### config.mk
export PLATFORM = sky130hd
export DESIGN_NAME = fpu_issue_ctrl_flat
export DESIGN_NICKNAME = d
export VERILOG_FILES = /design/src/rtl/fpu_issue_ctrl_if.sv /design/src/rtl/fpu_issue_ctrl.sv /design/src/flat_wrapper.sv
export SDC_FILE = /design/constraint.sdc
export NUM_CORES = 1
export LEC_CHECK = 0
export CORE_ASPECT_RATIO = 2
export CORE_MARGIN = 1
export CORE_UTILIZATION = 44
export DETAILED_ROUTE_END_ITERATION = 8
export PLACE_DENSITY = 0.92
export SLEW_MARGIN = 20
export SYNTH_ARGS = -nofsm -noshare
export SYNTH_HDL_FRONTEND = slang
export SYNTH_SLANG_ARGS = --single-unit
### constraint.sdc
create_clock -name clk -period 8.8 [get_ports clk]
set_input_delay 1.76 -clock clk [delete_from_list [all_inputs] [get_ports clk]]
set_output_delay 1.76 -clock clk [all_outputs]
set_load 0.02 [all_outputs]
### src/rtl/fpu_issue_ctrl_if.sv
// rtl/fpu_issue_ctrl_if.sv - request, unit and writeback signals of the fixed-point issue sequencer
// Signals:
//   req_valid/req_ready/req_op/req_op1/req_op2/req_rd  execute-stage request handshake
//   fu_operand_1/fu_operand_2/fu_operation             held inputs to the fixed-point unit
//   fu_result/fu_ready                                 outputs of the fixed-point unit
//   wb_valid/wb_ready/wb_rd/wb_data/wb_err             register-file writeback handshake
//   busy                                               sequencer not idle
// Modports: slave = sequencer view, master = surrounding pipeline/unit view.
`ifndef FPU_ADD
`define FPU_ADD  2'b00
`define FPU_SUB  2'b01
`define FPU_MUL  2'b10
`define FPU_SQRT 2'b11
`endif

interface fpu_issue_ctrl_if #(
  parameter int WIDTH = 32
);
  logic             req_valid;
  logic             req_ready;
  logic [1:0]       req_op;
  logic [WIDTH-1:0] req_op1;
  logic [WIDTH-1:0] req_op2;
  logic [4:0]       req_rd;
  logic [WIDTH-1:0] fu_operand_1;
  logic [WIDTH-1:0] fu_operand_2;
  logic [1:0]       fu_operation;
  logic [WIDTH-1:0] fu_result;
  logic             fu_ready;
  logic             wb_valid;
  logic             wb_ready;
  logic [4:0]       wb_rd;
  logic [WIDTH-1:0] wb_data;
  logic             wb_err;
  logic             busy;

  modport slave (
    input  req_valid, req_op, req_op1, req_op2, req_rd, fu_result, fu_ready, wb_ready,
    output req_ready, fu_operand_1, fu_operand_2, fu_operation,
           wb_valid, wb_rd, wb_data, wb_err, busy
  );

  modport master (
    output req_valid, req_op, req_op1, req_op2, req_rd, fu_result, fu_ready, wb_ready,
    input  req_ready, fu_operand_1, fu_operand_2, fu_operation,
           wb_valid, wb_rd, wb_data, wb_err, busy
  );
endinterface

### src/rtl/fpu_issue_ctrl.sv
// rtl/fpu_issue_ctrl.sv - one-at-a-time issue sequencer and writeback buffer for the fixed-point unit
// Ports:
//   clk    clock
//   reset  asynchronous, active-high; abandons any in-flight operation
//   bus    fpu_issue_ctrl_if.slave (request in, unit operands out / result in, writeback out, busy)
// Parameters: WIDTH (must match the interface), MIN_WAIT (stale-ready blanking for MUL/SQRT),
//   TIMEOUT (WAIT cycles before an error writeback).
// Optional macro FPU_TIMEOUT_EN: WAIT gives up after TIMEOUT cycles with wb_err=1, wb_data=0.
`ifndef FPU_ADD
`define FPU_ADD  2'b00
`define FPU_SUB  2'b01
`define FPU_MUL  2'b10
`define FPU_SQRT 2'b11
`endif

module fpu_issue_ctrl #(
  parameter int WIDTH    = 32,
  parameter int MIN_WAIT = 2,
  parameter int TIMEOUT  = 64
) (
  input logic             clk,
  input logic             reset,
  fpu_issue_ctrl_if.slave bus
);
  localparam int CNT_LIM = (TIMEOUT > MIN_WAIT) ? TIMEOUT : MIN_WAIT;
  localparam int CNT_W   = $clog2(CNT_LIM + 2);
  localparam logic [CNT_W-1:0] CNT_MAX    = {CNT_W{1'b1}};
  localparam logic [CNT_W-1:0] MIN_WAIT_C = CNT_W'(MIN_WAIT);

  typedef enum logic [1:0] {IDLE, ISSUE, WAIT, WB} state_t;

  state_t           state;
  state_t           state_next;
  logic [WIDTH-1:0] op1_q;
  logic [WIDTH-1:0] op2_q;
  logic [WIDTH-1:0] data_q;
  logic [1:0]       op_q;
  logic [4:0]       rd_q;
  logic [CNT_W-1:0] cnt;
  logic             long_op;
  logic             ready_ok;
  logic             accept;
  logic             capture;
  logic             req_ready_o;
  logic             busy_o;
  logic             wb_valid_o;

  // MUL/SQRT may still see the previous op's ready for a few cycles, so it is blanked
  // until the wait counter reaches MIN_WAIT; ADD/SUB results are trusted immediately.
  assign long_op  = (op_q == `FPU_MUL) || (op_q == `FPU_SQRT);
  assign ready_ok = bus.fu_ready && (!long_op || (cnt >= MIN_WAIT_C));
  assign accept   = (state == IDLE) && bus.req_valid;
  assign capture  = ((state == ISSUE) && !long_op && bus.fu_ready) ||
                    ((state == WAIT) && ready_ok);

`ifdef FPU_TIMEOUT_EN
  logic timeout_hit;
  logic err_q;
  // Fires on the last WAIT cycle; an accepted ready in that same cycle takes priority.
  assign timeout_hit = (state == WAIT) && !ready_ok && (cnt == CNT_W'(TIMEOUT - 1));
`endif

  always_ff @(posedge clk or posedge reset) begin
    if (reset) state <= IDLE;
    else       state <= state_next;
  end

  always_comb begin
    state_next = state;
    case (state)
      IDLE:  if (accept) state_next = ISSUE;
      ISSUE: state_next = capture ? WB : WAIT;
      WAIT: begin
        if (capture) state_next = WB;
`ifdef FPU_TIMEOUT_EN
        else if (timeout_hit) state_next = WB;
`endif
      end
      WB:    if (bus.wb_ready) state_next = IDLE;
      default: state_next = IDLE;
    endcase
  end

  always_comb begin
    req_ready_o = 1'b0;
    busy_o      = 1'b1;
    wb_valid_o  = 1'b0;
    case (state)
      IDLE: begin
        req_ready_o = 1'b1;
        busy_o      = 1'b0;
      end
      WB:      wb_valid_o = 1'b1;
      default: ;
    endcase
  end

  always_ff @(posedge clk or posedge reset) begin
    if (reset) begin
      op_q   <= `FPU_ADD;
      op1_q  <= '0;
      op2_q  <= '0;
      rd_q   <= '0;
      data_q <= '0;
      cnt    <= '0;
    end else begin
      if (accept) begin
        op_q  <= bus.req_op;
        op1_q <= bus.req_op1;
        op2_q <= bus.req_op2;
        rd_q  <= bus.req_rd;
      end
      // Saturates so a very long wait can never wrap back into the blanking window.
      if (state == ISSUE)
        cnt <= '0;
      else if ((state == WAIT) && (cnt != CNT_MAX))
        cnt <= cnt + 1'b1;
      if (capture)
        data_q <= bus.fu_result;
`ifdef FPU_TIMEOUT_EN
      else if (timeout_hit)
        data_q <= '0;
`endif
    end
  end

`ifdef FPU_TIMEOUT_EN
  always_ff @(posedge clk or posedge reset) begin
    if (reset)            err_q <= 1'b0;
    else if (capture)     err_q <= 1'b0;
    else if (timeout_hit) err_q <= 1'b1;
  end
  assign bus.wb_err = err_q;
`else
  assign bus.wb_err = 1'b0;
`endif

  assign bus.req_ready    = req_ready_o;
  assign bus.busy         = busy_o;
  assign bus.wb_valid     = wb_valid_o;
  assign bus.wb_rd        = rd_q;
  assign bus.wb_data      = data_q;
  assign bus.fu_operand_1 = op1_q;
  assign bus.fu_operand_2 = op2_q;
  assign bus.fu_operation = op_q;
endmodule

### src/flat_wrapper.sv
// flat-port wrapper written by rule: the top's interface ports become plain ports
module fpu_issue_ctrl_flat 
#(
  parameter int WIDTH    = 32,
  parameter int MIN_WAIT = 2,
  parameter int TIMEOUT  = 64
)
  (clk, reset, bus_req_valid, bus_req_op, bus_req_op1, bus_req_op2, bus_req_rd, bus_fu_result, bus_fu_ready, bus_wb_ready, bus_req_ready, bus_fu_operand_1, bus_fu_operand_2, bus_fu_operation, bus_wb_valid, bus_wb_rd, bus_wb_data, bus_wb_err, bus_busy);
  fpu_issue_ctrl_if #(.WIDTH(WIDTH)) bus_i ();
  input logic clk;
  input logic reset;
  input wire logic [$bits(bus_i.req_valid)-1:0] bus_req_valid;
  input wire logic [$bits(bus_i.req_op)-1:0] bus_req_op;
  input wire logic [$bits(bus_i.req_op1)-1:0] bus_req_op1;
  input wire logic [$bits(bus_i.req_op2)-1:0] bus_req_op2;
  input wire logic [$bits(bus_i.req_rd)-1:0] bus_req_rd;
  input wire logic [$bits(bus_i.fu_result)-1:0] bus_fu_result;
  input wire logic [$bits(bus_i.fu_ready)-1:0] bus_fu_ready;
  input wire logic [$bits(bus_i.wb_ready)-1:0] bus_wb_ready;
  output wire logic [$bits(bus_i.req_ready)-1:0] bus_req_ready;
  output wire logic [$bits(bus_i.fu_operand_1)-1:0] bus_fu_operand_1;
  output wire logic [$bits(bus_i.fu_operand_2)-1:0] bus_fu_operand_2;
  output wire logic [$bits(bus_i.fu_operation)-1:0] bus_fu_operation;
  output wire logic [$bits(bus_i.wb_valid)-1:0] bus_wb_valid;
  output wire logic [$bits(bus_i.wb_rd)-1:0] bus_wb_rd;
  output wire logic [$bits(bus_i.wb_data)-1:0] bus_wb_data;
  output wire logic [$bits(bus_i.wb_err)-1:0] bus_wb_err;
  output wire logic [$bits(bus_i.busy)-1:0] bus_busy;
  assign bus_i.req_valid = bus_req_valid;
  assign bus_i.req_op = bus_req_op;
  assign bus_i.req_op1 = bus_req_op1;
  assign bus_i.req_op2 = bus_req_op2;
  assign bus_i.req_rd = bus_req_rd;
  assign bus_i.fu_result = bus_fu_result;
  assign bus_i.fu_ready = bus_fu_ready;
  assign bus_i.wb_ready = bus_wb_ready;
  assign bus_req_ready = bus_i.req_ready;
  assign bus_fu_operand_1 = bus_i.fu_operand_1;
  assign bus_fu_operand_2 = bus_i.fu_operand_2;
  assign bus_fu_operation = bus_i.fu_operation;
  assign bus_wb_valid = bus_i.wb_valid;
  assign bus_wb_rd = bus_i.wb_rd;
  assign bus_wb_data = bus_i.wb_data;
  assign bus_wb_err = bus_i.wb_err;
  assign bus_busy = bus_i.busy;
  fpu_issue_ctrl #(.WIDTH(WIDTH), .MIN_WAIT(MIN_WAIT), .TIMEOUT(TIMEOUT)) u_core (.clk(clk), .reset(reset), .bus(bus_i));
endmodule
==> impl_metrics.toml <==
[routing]
antenna_left = 0
via_per_inst = 4.88
routed_wl_um = 11500
drc = 0
drt_iter0_drc = 115
avgRoutedWirePerCell_um = 18.0
first_pass_iters = 4
vias = 3108

[timing]
min_period_ns = 3.56
fin_crit_sh_pct = 40.5
skew_ns = 0.00886
fin_setup_tns_ns = 0
setup_viol = 0
rsz0062_at_grt = "no"
clock.fmax_mhz = 281
worst_pin_slew_ns = 0.763
hold_viol_final = 0
relSlewSlack_pct = 49.2
whs_ns = 0.503
slew_viol_final = 0

[clock_network]
cts_buffers = 9
root_buffer = "clkbuf_16"
postCtsSetupRepairBufs = 0
clock-sinks = 112
ctsHoldBuffers = 0
cts_tree = "yes"
h-tree-depth = 3
clkTransAtPathRegs_ns = 0.07
cts_resized = 0
cts_buffer_depth = 2
clk_latency_ns = 0.34

[floorplan]
core_area_um2 = 10100
dieArea_um2 = 10800
die_h_um = 146
io_pins = 215
row_count = 52
initial_core_util_pct = 45.1
die_x_um = 74.1

[global_route]
antenna_found_initial = 0
track_usage_pct = 22.2
gr-total-overflow = 0
grt_max_degree = 85
grt_pass1_vias = 3486
grt_pass1_wl_um = 17900

[final_layout]
ff_latch_area_um2 = 2800
nFillCells = 719
synthToLayoutAreaGrowth_pct = 54.8
multi_input_area_um2 = 1630
diodes = 0
drive_gt1_share_pct = 25.9
final_nets = 613

[setup_path]
setup.worst_path.class = "reg -> out"
end_kind = "primary output"
worst_path_largest_cell_delay_ns = 0.62
critPathLaunchType = "flip-flop"
timing.critical_path.mode_cell = "inv_1"
crit_family = "buffers and inverters"
ff2ff_setup_slack_ns = 6.53
cp.required_ns = 7.04
critical_path.cell_chain = "inv_1 -> ha_1 -> inv_1 -> clkdlybuf4s50_1"
critPathSlowestCell = "clkdlybuf4s50_1"
worstRegToRegCells = 6
cp_max_fo = 5
cp_num_buf_inv = 3
r2r_end = "u_core.bus.wb_data[30]$_DFFE_PP0P_"
critPathArrivalTime_ns = 1.80
rr_startpoint = "u_core.state[1]$_DFFE_PP0P_"

[worst_hold_path]
min_path_cells = 1
hp-class = "reg -> reg"
min_from = "u_core.bus.fu_operand_1[29]$_DFFE_PP0P_"
min_to = "u_core.bus.fu_operand_1[29]$_DFFE_PP0P_"

[logic_synthesis]
netlist_instances = 285
synth_top_cell_by_area = "dfrtp_1"
syn_nets = 399
synth_area_leaders = "dfrtp_1 (61%), mux2_2 (18%), mux2_4 (9.8%)"
yosys_warnings = 0
syn-cell-area_um2 = 4580
synth-edff-count = 0
async_reset_ff_share_pct = 100
synth_seq_cells = 112
synth-seq-area-share_pct = 61.2
ys.flop_type = "dfrtp_1"
synth_top_cell_area_share_pct = 61.2
synth_cell_types = 34
syn_avg_cell_area_um2 = 16.1

[power_and_ir_drop]
leakage_nw = 3.04
power_density_nw_per_um2 = 389
p_total_mw = 2.76
vdd_drop_max_uv = 236

[status]
status = "complete, no violations"

[place]
port_buffers = 213
gp_congestion = 0.775
dp_hpwl_um = 8640

[flow_run]
maxCapViolCount = 0
[per-layer routing]
layer / vias to the layer above / track usage [%] / wire [um]
li1: 1424 / - / -
met1: 1511 / 22.8 / 3950
met2: 143 / 39.9 / 6360
met3: 30 / 6.07 / 733
met4: 0 / 10.3 / 452
met5: - / 0 / 0
[cell type report]
type / instances / area share, %
inverter: 9 / 0.512
clock buffer: 9 / 3.18
sequential: 112 / 39.5
multi-input combinational: 151 / 23.0
tap: 135 / 2.38
timing repair buffer: 216 / 30.7
clock inverter: 5 / 0.618
[how the worst max path moves through the flow]
stage,startpoint,end,cells past startpoint
3_3_place_gp,bus_fu_ready,u_core.bus.wb_data[30]$_DFFE_PP0P_,4
3_5_place_dp,bus_fu_ready,u_core.bus.wb_data[30]$_DFFE_PP0P_,4
6_report,u_core.state[1]$_DFFE_PP0P_,bus_busy,4
4_1_cts,u_core.state[0]$_DFFE_PP0P_,bus_busy,4
5_1_grt,u_core.state[1]$_DFFE_PP0P_,bus_busy,4
2_1_floorplan,reset,u_core.bus.fu_operand_1[0]$_DFFE_PP0P_,1
[flip-flops by register name, indices dropped and copies added, names as in the netlist]
register,cells
u_core.bus.wb_data,32
u_core.bus.fu_operand_2,32
u_core.cnt,7
u_core.bus.fu_operation,2
u_core.bus.wb_rd,5
u_core.bus.fu_operand_1,32
u_core.state,2
[report_power, final]
part	switching [mW]	total (mW)	leakage, nW	internal, mW
logic	0.658	1.47	1.57	0.809
clock network	0.180	0.372	0.132	0.193
registers	0.145	0.917	1.34	0.772
total	0.983	2.76	3.04	1.77
[worst reg2reg max path: cells and delay by family, from the launching register on]
family,cells,cell delay [ns]
simple gates,1,0.51
flops,1,0.43
buf+inv,2,0.37
mux,1,0.35
fa+ha+maj,1,0.33
compound gates,1,0.16
[cell usage in the layout, fill, tap and decap left out, drive strengths merged, types with 2 or more instances in the layout]
cell,Yosys,final
inv,9,11
a21oi,4,4
xor2,2,2
ha,6,6
and3,2,2
dfrtp,112,112
buf,9,3
mux2,104,104
clkinv,0,3
nor2,6,6
clkbuf,4,9
o21ai,3,3
o211ai,2,2
clkdlybuf4s50,0,213
o22ai,2,2
a21o,2,2
nand2,4,4
nor3,2,2
[synth_stat cells (2+ instances only)]
cell type,n
nor2_1,5
o22ai_1,2
buf_1,3
nand2_1,4
inv_1,9
clkbuf_1,4
mux2_2,74
a21o_2,2
o21ai_0,2
dfrtp_1,112
buf_4,2
ha_1,6
o211ai_1,2
nor3_1,2
mux2_4,30
buf_12,3
a21oi_1,4
xor2_1,2
and3_1,2
[logic make-up (layout without fill, tap and decap cells)]
group	after synthesis	in the layout	share of synthesized area, %
flops	112	112	61.2
fa+ha+maj	6	6	1.64
compound gates	17	17	2.79
buf+inv	22	239	3.20
mux	104	104	28.0
simple gates	20	20	2.51
xor+xnor	3	3	0.574
other cells	1	1	0.0819
[stage by stage]
stage	area, um2	cells	utilization, %	setup WS [ns]
floorplan	4580	285	-	4.08
finish	7090	637	69.8	5.24
CTS	7060	636	69.5	5.22
global route	7090	637	69.8	5.09
detailed placement	6790	622	66.9	4.93
global placement	6790	622	66.9	4.97
(Power assumes the default switching activity.)
